[config.mk]
export PLATFORM = sky130hd
export DESIGN_NAME = bin_to_bcd_seq
export DESIGN_NICKNAME = d
export VERILOG_FILES = /design/src/rtl/bin_to_bcd_seq.sv
export SDC_FILE = /design/constraint.sdc
export NUM_CORES = 1
export LEC_CHECK = 0
export BUFFER_PORTS_ARGS = -buffer_cell sky130_fd_sc_hd__clkbuf_2
export CORE_ASPECT_RATIO = 2
export CORE_MARGIN = 8
export CORE_UTILIZATION = 30
export CTS_CLUSTER_SIZE = 40
export DETAILED_ROUTE_END_ITERATION = 10
export PLACE_DENSITY = 0.57
export SYNTH_ARGS = -nofsm -noshare
export SYNTH_HDL_FRONTEND = slang
export SYNTH_SLANG_ARGS = --single-unit
[constraint.sdc]
create_clock -name clk -period 8.2 [get_ports clk]
set_clock_uncertainty 0.2 [all_clocks]
set_input_delay 2.05 -clock clk [delete_from_list [all_inputs] [get_ports clk]]
set_output_delay 2.05 -clock clk [all_outputs]
set_load 0.05 [all_outputs]
[src/rtl/bin_to_bcd_seq.sv]
// rtl/bin_to_bcd_seq.sv - sequential double-dabble binary to packed BCD converter
// One fused add-3/shift iteration per cycle; reports overflow and significant digit count.
module bin_to_bcd_seq #(
  parameter int BIN_W  = 32,
  parameter int DIGITS = 10
) (
  input  logic                              clk,
  input  logic                              rst,
  input  logic                              start,
  input  logic [BIN_W-1:0]                  bin,
  output logic                              busy,
  output logic                              done,
  output logic [4*DIGITS-1:0]               bcd,
  output logic                              overflow,
  output logic [$clog2(DIGITS+1)-1:0]       sig_digits
);

  localparam int CNT_W = $clog2(BIN_W+1);
  localparam int SIG_W = $clog2(DIGITS+1);

  localparam logic [1:0] S_IDLE = 2'd0;
  localparam logic [1:0] S_CONV = 2'd1;

  logic [1:0]          state_q, state_d;
  logic [BIN_W-1:0]    op_q, op_d;
  logic [4*DIGITS-1:0] scr_q, scr_d;
  logic                ovs_q, ovs_d;
  logic [CNT_W-1:0]    cnt_q, cnt_d;
  logic [4*DIGITS-1:0] bcd_q, bcd_d;
  logic                ovf_q, ovf_d;
  logic [SIG_W-1:0]    sig_q, sig_d;
  logic                done_q, done_d;

  logic [4*DIGITS-1:0] adj;
  logic [4*DIGITS-1:0] scr_shift;
  logic [BIN_W-1:0]    op_shift;
  logic                ovf_bit;
  logic [SIG_W-1:0]    sig_calc;

  // Per-digit add-3 feeds directly into the shift, so no separate adjust state exists.
  always_comb begin
    adj = '0;
    for (int i = 0; i < DIGITS; i++) begin
      adj[4*i +: 4] = scr_q[4*i +: 4] + ((scr_q[4*i +: 4] >= 4'd5) ? 4'd3 : 4'd0);
    end
    scr_shift = {adj[4*DIGITS-2:0], op_q[BIN_W-1]};
    op_shift  = op_q << 1;
    ovf_bit   = adj[4*DIGITS-1];
  end

  always_comb begin
    sig_calc = SIG_W'(1);
    for (int i = 0; i < DIGITS; i++) begin
      if (scr_shift[4*i +: 4] != 4'd0) sig_calc = SIG_W'(i + 1);
    end
  end

  always_comb begin
    state_d = state_q;
    op_d    = op_q;
    scr_d   = scr_q;
    ovs_d   = ovs_q;
    cnt_d   = cnt_q;
    bcd_d   = bcd_q;
    ovf_d   = ovf_q;
    sig_d   = sig_q;
    done_d  = 1'b0;
    case (state_q)
      S_IDLE: begin
        if (start) begin
          op_d    = bin;
          scr_d   = '0;
          ovs_d   = 1'b0;
          cnt_d   = CNT_W'(BIN_W);
          state_d = S_CONV;
        end
      end
      S_CONV: begin
        op_d  = op_shift;
        scr_d = scr_shift;
        ovs_d = ovs_q | ovf_bit;
        cnt_d = cnt_q - CNT_W'(1);
        if (cnt_q == CNT_W'(1)) begin
          bcd_d   = scr_shift;
          ovf_d   = ovs_q | ovf_bit;
          // A truncated value always occupies every digit, even if its top digits are zero.
          sig_d   = (ovs_q | ovf_bit) ? SIG_W'(DIGITS) : sig_calc;
          done_d  = 1'b1;
          state_d = S_IDLE;
        end
      end
      default: state_d = S_IDLE;
    endcase
  end

  always_ff @(posedge clk or posedge rst) begin
    if (rst) begin
      state_q <= S_IDLE;
      op_q    <= '0;
      scr_q   <= '0;
      ovs_q   <= 1'b0;
      cnt_q   <= '0;
      bcd_q   <= '0;
      ovf_q   <= 1'b0;
      sig_q   <= SIG_W'(1);
      done_q  <= 1'b0;
    end else begin
      state_q <= state_d;
      op_q    <= op_d;
      scr_q   <= scr_d;
      ovs_q   <= ovs_d;
      cnt_q   <= cnt_d;
      bcd_q   <= bcd_d;
      ovf_q   <= ovf_d;
      sig_q   <= sig_d;
      done_q  <= done_d;
    end
  end

  assign busy       = (state_q == S_CONV);
  assign done       = done_q;
  assign bcd        = bcd_q;
  assign overflow   = ovf_q;
  assign sig_digits = sig_q;

endmodule

==> results of run 1 <==
-- cells in the final DEF (no fill, tap or decap), types with 3 or more instances in the layout --
cell and instances:
sky130_fd_sc_hd__a21o_1 4, sky130_fd_sc_hd__o2bb2ai_1 3, sky130_fd_sc_hd__nand3b_1 3, sky130_fd_sc_hd__dfrtp_1 124, sky130_fd_sc_hd__xor2_1 5, sky130_fd_sc_hd__fa_1 10
sky130_fd_sc_hd__mux2i_1 34, sky130_fd_sc_hd__nand3_1 10, sky130_fd_sc_hd__nor3b_1 5, sky130_fd_sc_hd__nand2_1 182, sky130_fd_sc_hd__nor2_1 16, sky130_fd_sc_hd__clkbuf_16 17
sky130_fd_sc_hd__nand2b_1 10, sky130_fd_sc_hd__clkinvlp_4 4, sky130_fd_sc_hd__o31ai_1 10, sky130_fd_sc_hd__inv_1 30, sky130_fd_sc_hd__a21boi_0 3, sky130_fd_sc_hd__clkbuf_2 80
sky130_fd_sc_hd__nor3_1 4, sky130_fd_sc_hd__nor2b_1 5, sky130_fd_sc_hd__xnor2_1 6, sky130_fd_sc_hd__and2_1 4, sky130_fd_sc_hd__a21oi_1 10, sky130_fd_sc_hd__ha_1 22
sky130_fd_sc_hd__clkinv_2 4, sky130_fd_sc_hd__clkinv_4 3, sky130_fd_sc_hd__or3_1 3, sky130_fd_sc_hd__o22ai_1 12, sky130_fd_sc_hd__o21ai_0 80, sky130_fd_sc_hd__a31o_2 5
sky130_fd_sc_hd__buf_4 4
-- power groups by stage --
stage,combinational (mW),clock [mW],sequential [mW]
6_report,1.87,0.729,1.13
5_1_grt,2.10,0.775,1.17
4_1_cts,1.90,0.749,1.13
3_5_place_dp,1.89,0,1.14
3_3_place_gp,1.85,0,1.13
2_1_floorplan,1.13,0,1.44
-- final timing paths --
| path | start | endpoint | cells past startpoint |
|---|---|---|---|
| worst max-delay path | state_q[0] | busy | 2 |
| worst min-delay path | bcd[22] | bcd[22] | 2 |
| worst max register to register | state_q[0] | sig_digits[1] | 6 |
| worst min register to register | bcd[22] | bcd[22] | 2 |
| max in group asynchronous | rst | state_q[0] | 3 |
| min in group asynchronous | rst | scr_q[38] | 2 |
-- sequential cells by signal, summed over array words and instances, names as in the netlist --
name	count
bcd	40
scr_q	40
overflow	1
done	1
state_q	1
sig_digits	4
ovs_q	1
cnt_q	6
op_q	32
-- per-stage QoR --
step	hold WS (ns)	util	instance area, sq um	worst slack (ns)	instances
finish	0.271	0.362	7500	3.87	1014
global placement	0.259	0.334	6930	4.29	982
detailed placement	0.261	0.334	6930	4.27	982
global route	0.291	0.362	7500	3.72	1014
CTS	0.278	0.362	7500	3.87	1014
floorplan	0.249	-	6280	2.60	661
-- per-layer routing --
| layer | vias to the layer above | wire length, um |
|---|---|---|
| met5 | - | 0 |
| met4 | 0 | 141 |
| met2 | 88 | 6910 |
| met1 | 2289 | 6610 |
| li1 | 2374 | - |
| met3 | 15 | 647 |
-- cell families (layout without fill, tap and decap cells) --
kind of cell	after synthesis	after routing	synth area share
xor+xnor	11	11	0.0153
mux	34	34	0.0542
simple gates	256	256	0.182
compound gates	137	137	0.131
flops	126	126	0.502
buf+inv	65	149	0.0398
fa+ha+maj	32	32	0.0757
-- worst max-delay path, stage by stage, from the launching register on --
cell,delay [ns]
sky130_fd_sc_hd__dfrtp_2,0.56
sky130_fd_sc_hd__buf_4,0.65
sky130_fd_sc_hd__clkbuf_2,0.40
-- cell type report --
| cell class | count | area, sq um |
|---|---|---|
| well taps | 269 | 337 |
| flip-flops and latches | 126 | 3160 |
| repair buffers | 85 | 435 |
| clock inverters | 14 | 145 |
| inverters | 32 | 123 |
| clock buffers | 18 | 429 |
| multi-input cells | 470 | 2880 |
| fillers | 2111 | 13200 |
==> qor_table.md, run 1 <==
| Result | This run | Unit |
| --- | --- | --- |
| Relative area change from synthesis to final layout | 19.4 | % |
| Maximum number of pins on one net before global-route repair | 88 | - |
| Core region area | 20700 | sq um |
| Number of synthesis warnings | 0 | - |
| Clk pwr share | 0.196 | - |
| Cell count after synthesis | 661 | - |
| Die ar. | 26100 | sq um |
| Routed WL per cell | 14.1 | um |
| Root Driver | sky130_fd_sc_hd__clkbuf_16 | - |
| Max Clk Rate | 231 | MHz |
| Avg Synthesized Cell Area | 9.50 | sq um |
| FP Rows | 75 | - |
| Clock latency on the worst-skew pair | 0.41 | ns |
| Crit path time final | 4.33 | ns |
| Total setup buffers inserted after CTS | 0 | - |
| Final period util | 0.528 | - |
| Number of H-tree branching levels | 4 | - |
| Worst hold-check path type | reg -> reg | - |
| Remaining DRCs | 0 | - |
| Number of vias after detailed routing | 4766 | - |
| Count of cells resized by post-cts repair | 0 | - |
| Post-CTS clock slew at the launch and capture registers of the worst setup and hold paths | 0.06 | ns |
| Number of clock buffers inserted by TritonCTS | 17 | - |
| Most common flop cell mapped by yosys | sky130_fd_sc_hd__dfrtp_1 | - |
| Number of sinks on the clock net | 126 | - |
| Worst-margin pin slew | 1.04 | ns |
| Floorplan die width | 118 | um |
| Detailed router's first-iteration violation count | 303 | - |
| Total detailed-routing wirelength | 14300 | um |
| Routed Antenna Nets | 0 | - |
| Number of nets at the end of the flow | 799 | - |
| Leading post-synthesis cells by instance count | 182 x sky130_fd_sc_hd__nand2_1, 125 x sky130_fd_sc_hd__dfrtp_1, 80 x sky130_fd_sc_hd__o21ai_0 | - |
| CP Launch Type | register | - |
| Maximum resistive drop on vdd | 234 | uV |
| Half-perimeter wire length of the detailed placement result | 9840 | um |
| Vias per std cell | 4.70 | - |
| Routing usage on met3 | 0.0301 | - |
| Total routing usage reported by global routing | 0.114 | - |
| Internal reg-to-reg setup slack | 4.62 | ns |
| Max Cap Viol | 0 | - |
| Top cells by area, synth | sky130_fd_sc_hd__dfrtp_1 50%, sky130_fd_sc_hd__nand2_1 11%, sky130_fd_sc_hd__o21ai_0 6.4%, sky130_fd_sc_hd__mux2i_1 5.4%, sky130_fd_sc_hd__ha_1 4.4% | - |
| Arr. time, crit path | 2.08 | ns |
| Met1 global-route usage | 0.141 | - |
| Number of antenna violations at the first check in global routing | 0 | - |
| Internal power | 2.03 | mW |
| Async set-reset flop share out of synthesis | 1.00 | - |
| Lkg Pwr | 3.62 | nW |
| Fraction of post-synthesis cell area in the top cell type by area | 0.498 | - |
| Reported net switching power | 1.70 | mW |
| Number of buffers inserted by port buffering | 81 | - |
| Ratio of cells with drive above 1 in the final layout | 0.176 | - |
| Number of hold buffers added after CTS | 0 | - |
| Area leader, netlist | sky130_fd_sc_hd__dfrtp_1 | - |
| Worst EP required | 5.95 | ns |
| DIE HEIGHT | 221 | um |
| Count of pins over their slew limit | 0 | - |
| Worst rel slew slack | 0.309 | - |
| Total iterations of the first detailed-routing run | 4 | - |
| Worst-case clock buffer depth | 2 | - |
| Top-Level Pins | 82 | - |
| Critical path start-end classification | reg -> out | - |
| Total negative slack | 0 | ns |
| Result of the run | completed | - |
| Number of flops mapped to enable cells by yosys | 0 | - |
| Fin. Hold Viols | 0 | - |
| Antenna diode instance count | 0 | - |
| Switching Fraction | 0.456 | - |
| Overall power of the completed layout | 3.73 | mW |
| Cell area after synthesis | 6280 | sq um |
| GP Congestion | 0.760 | - |
| Number of global-route vias before repair | 4865 | - |
| Wire length of the first global-routing pass | 24300 | um |
| Final setup violation count | 0 | - |
| Most congested layer reported by global routing | met2 | - |
| Met2 Use GR | 0.189 | - |
| Gr ovfl total | 0 | - |
| Post-synthesis sequential area ratio | 0.502 | - |
| #FFs+latches synth | 126 | - |
| Combinational Power Share | 0.501 | - |
| PD cells | 497 | nW/um^2 |
| Library cell with the highest instance count after synthesis | sky130_fd_sc_hd__nand2_1 | - |
| Setup repair after global routing missed its margin | no | - |
| Flop pwr share | 0.304 | - |
| TritonCTS clock tree | done | - |
| Synthesized net count | 728 | - |
| Element type at the critical path end | primary output | - |
| Maximum fanout along the worst path | 87 | - |
| Starting utilization of the core area | 0.303 | - |
| Unique cell type count in the Yosys netlist | 51 | - |
No activity file was read; power rests on OpenSTA's default activity.
==> inputs of run 2 (changes only) <==
Settings changed: PLACE_DENSITY 0.57 to 0.59.
Clock period 8.2 ns to 3.7 ns, I/O delays scaled along.
==> run 2 against run 1 <==
Net effect:
- register-to-register slack got worse by 4.0 ns
- combinational power increased by 120%
- sequential power increased by 120%
- first-iteration DRC count decreased by 18%
- die area unchanged
- wire length increased by 2.6%
- utilization increased by 0.62 points
- largest power group unchanged
- critical path type is now reg -> reg
- non-clock buffer count increased by 2
- design area increased by 1.7%
- flip-flop and latch count unchanged
- clock-buffer cell count unchanged
==> qor_table.md, run 2 (synthesized netlist as in run 1, its figures left out) <==
| Result | This run | Unit |
| --- | --- | --- |
| Starting utilization of the core area | 0.303 | - |
| Lkg Pwr | 3.68 | nW |
| Area post-placement | 6980 | sq um |
| Final setup violation count | 0 | - |
| Overall power of the completed layout | 8.56 | mW |
| Cell chain of the critical path | o21ai_0 -> nand2b_1 -> ha_1 -> inv_1 -> fa_1 -> xnor2_1 -> nor3b_1 -> nand4_1 -> a2111oi_0 -> a211oi_1 | - |
| Total iterations of the first detailed-routing run | 4 | - |
| Maximum fanout along the worst path | 6 | - |
| Worst EP required | 3.77 | ns |
| Half-perimeter wire length of the detailed placement result | 9970 | um |
| Worst rel slew slack | 0.392 | - |
| Total setup buffers inserted after CTS | 0 | - |
| Number of vias after detailed routing | 4820 | - |
| Hold endpoint | bcd[13] | - |
| Ratio of cells with drive above 1 in the final layout | 0.178 | - |
| Number of global-route vias before repair | 5046 | - |
| Cell count after placement | 984 | - |
| Die ar. | 26100 | sq um |
| GP Congestion | 0.768 | - |
| Detailed router's first-iteration violation count | 247 | - |
| Max Clk Rate | 327 | MHz |
| Number of buffers inserted by port buffering | 81 | - |
| Routed WL per cell | 14.5 | um |
| Number of sinks on the clock net | 126 | - |
| Total negative slack | 0 | ns |
| Number of antenna violations at the first check in global routing | 0 | - |
| Number of cells on the worst reg-to-reg path | 10 | - |
| FP Rows | 75 | - |
| Routed Antenna Nets | 0 | - |
| Wire length of the first global-routing pass | 25400 | um |
| Worst-case clock buffer depth | 2 | - |
| Floorplan die width | 118 | um |
| Worst-margin pin slew | 0.910 | ns |
| Max Cap Viol | 0 | - |
| Count of pins over their slew limit | 0 | - |
| Cells on Worst Hold Path | 2 | - |
| Critical path's slowest cell | sky130_fd_sc_hd__a2111oi_0 | - |
| Number of hold buffers added after CTS | 0 | - |
| Internal reg-to-reg setup slack | 0.64 | ns |
| Worst hold-check path type | reg -> reg | - |
| Number of standard cells in the layout, taps in and fillers out | 1015 | - |
| Worst reg2reg startpoint | scr_q[10] | - |
| Element type at the critical path end | register | - |
| CP Launch Type | register | - |
| PD cells | 1120 | nW/um^2 |
| Total detailed-routing wirelength | 14700 | um |
| DIE HEIGHT | 221 | um |
| Crit Reg-Reg Endpoint | sig_digits[1] | - |
| Fin. Hold Viols | 0 | - |
| Vias per std cell | 4.75 | - |
| Post-route cell area | 7630 | sq um |
| Number of nets at the end of the flow | 801 | - |
| Top-Level Pins | 82 | - |
| TritonCTS clock tree | done | - |
| Clock latency on the worst-skew pair | 0.41 | ns |
| Buf/Inv on CP | 1 | - |
| Remaining DRCs | 0 | - |
| Hold Worst Slack | 0.272 | ns |
| Core region area | 20700 | sq um |
| Maximum resistive drop on vdd | 555 | uV |
| Commonest non-fill, non-tap cell in the layout | sky130_fd_sc_hd__nand2_1 | - |
| Min-delay src | bcd[13] | - |
| Critical path start-end classification | reg -> reg | - |
| Antenna diode instance count | 0 | - |
| Number of clock buffers inserted by TritonCTS | 17 | - |
| Kind of cell with the highest combined delay on the critical path | compound AO/OA/AOI/OAI gates | - |
| Arr. time, crit path | 3.13 | ns |
| Final period util | 0.826 | - |
| Total routing usage reported by global routing | 0.119 | - |
| Gr ovfl total | 0 | - |
| Slowest cell delay on critical path | 0.55 | ns |
| Root Driver | sky130_fd_sc_hd__clkbuf_16 | - |
| Maximum number of pins on one net before global-route repair | 127 | - |
| Setup repair after global routing missed its margin | no | - |
| Crit path time final | 3.06 | ns |
| Post-CTS clock slew at the launch and capture registers of the worst setup and hold paths | 0.06 | ns |
| Relative area change from synthesis to final layout | 21.5 | % |
| Count of cells resized by post-cts repair | 0 | - |
| Number of H-tree branching levels | 4 | - |
| Most frequent cells in the layout | 182 x sky130_fd_sc_hd__nand2_1, 124 x sky130_fd_sc_hd__dfrtp_1, 80 x sky130_fd_sc_hd__o21ai_0, 80 x sky130_fd_sc_hd__clkbuf_2, 34 x sky130_fd_sc_hd__mux2i_1 | - |
| Result of the run | completed | - |
-- run 2: cell count changes in the layout (fill, tap and decap cells not counted), moves of 2 or more --
cell and change:
sky130_fd_sc_hd__buf_12 +3, sky130_fd_sc_hd__bufinv_16 +3, sky130_fd_sc_hd__clkinv_2 -2, sky130_fd_sc_hd__clkinv_4 -2, sky130_fd_sc_hd__inv_6 +2
-- run 2: area by class of cell --
| type | count | area (sq um) |
|---|---|---|
| clock inverter | 13 | 210 |
| tap | 269 | 337 |
| fill | 2093 | 13100 |
| timing repair buffer | 87 | 488 |
| multi-input combinational | 470 | 2880 |
| sequential | 126 | 3160 |
| inverter | 32 | 124 |
| clock buffer | 18 | 439 |
-- run 2: worst max path at each step --
stage,from,end,cells past startpoint
floorplan,rst,bcd[0],1
global placement,scr_q[6],sig_digits[1],9
detailed placement,scr_q[10],sig_digits[1],10
CTS,scr_q[10],sig_digits[1],10
global route,scr_q[10],sig_digits[1],10
finish,scr_q[10],sig_digits[1],10
-- run 2: worst register-to-register path: cells and delay by family (launching register included) --
family	cells	cell delay, ns
adder cells (fa/ha/maj)	2	0.60
XOR/XNOR	1	0.17
AO/OA/AOI/OAI	3	0.80
buffers and inverters	1	0.07
AND/OR/NAND/NOR	3	0.65
flip-flops	1	0.44
-- run 2: metrics by stage --
stage	utilization	setup WS, ns
floorplan	-	1.02
global placement	0.337	0.830
detailed placement	0.337	0.659
CTS	0.368	0.628
global route	0.368	0.470
finish	0.368	0.642
-- run 2: layer usage --
layer  vias to the layer above  global-route usage  share of wire
met1                      2336               0.151           0.47
met4                         0              0.0395          0.010
met5                         -                   0              0
met2                        97               0.192           0.48
met3                         9              0.0319          0.043
li1                       2378                   -              -
-- run 2: where the power goes --
part	internal [mW]	leakage [nW]	switching [mW]
clock	1.21	0.313	0.638
combinational	1.48	1.79	2.70
sequential	2.04	1.57	0.484
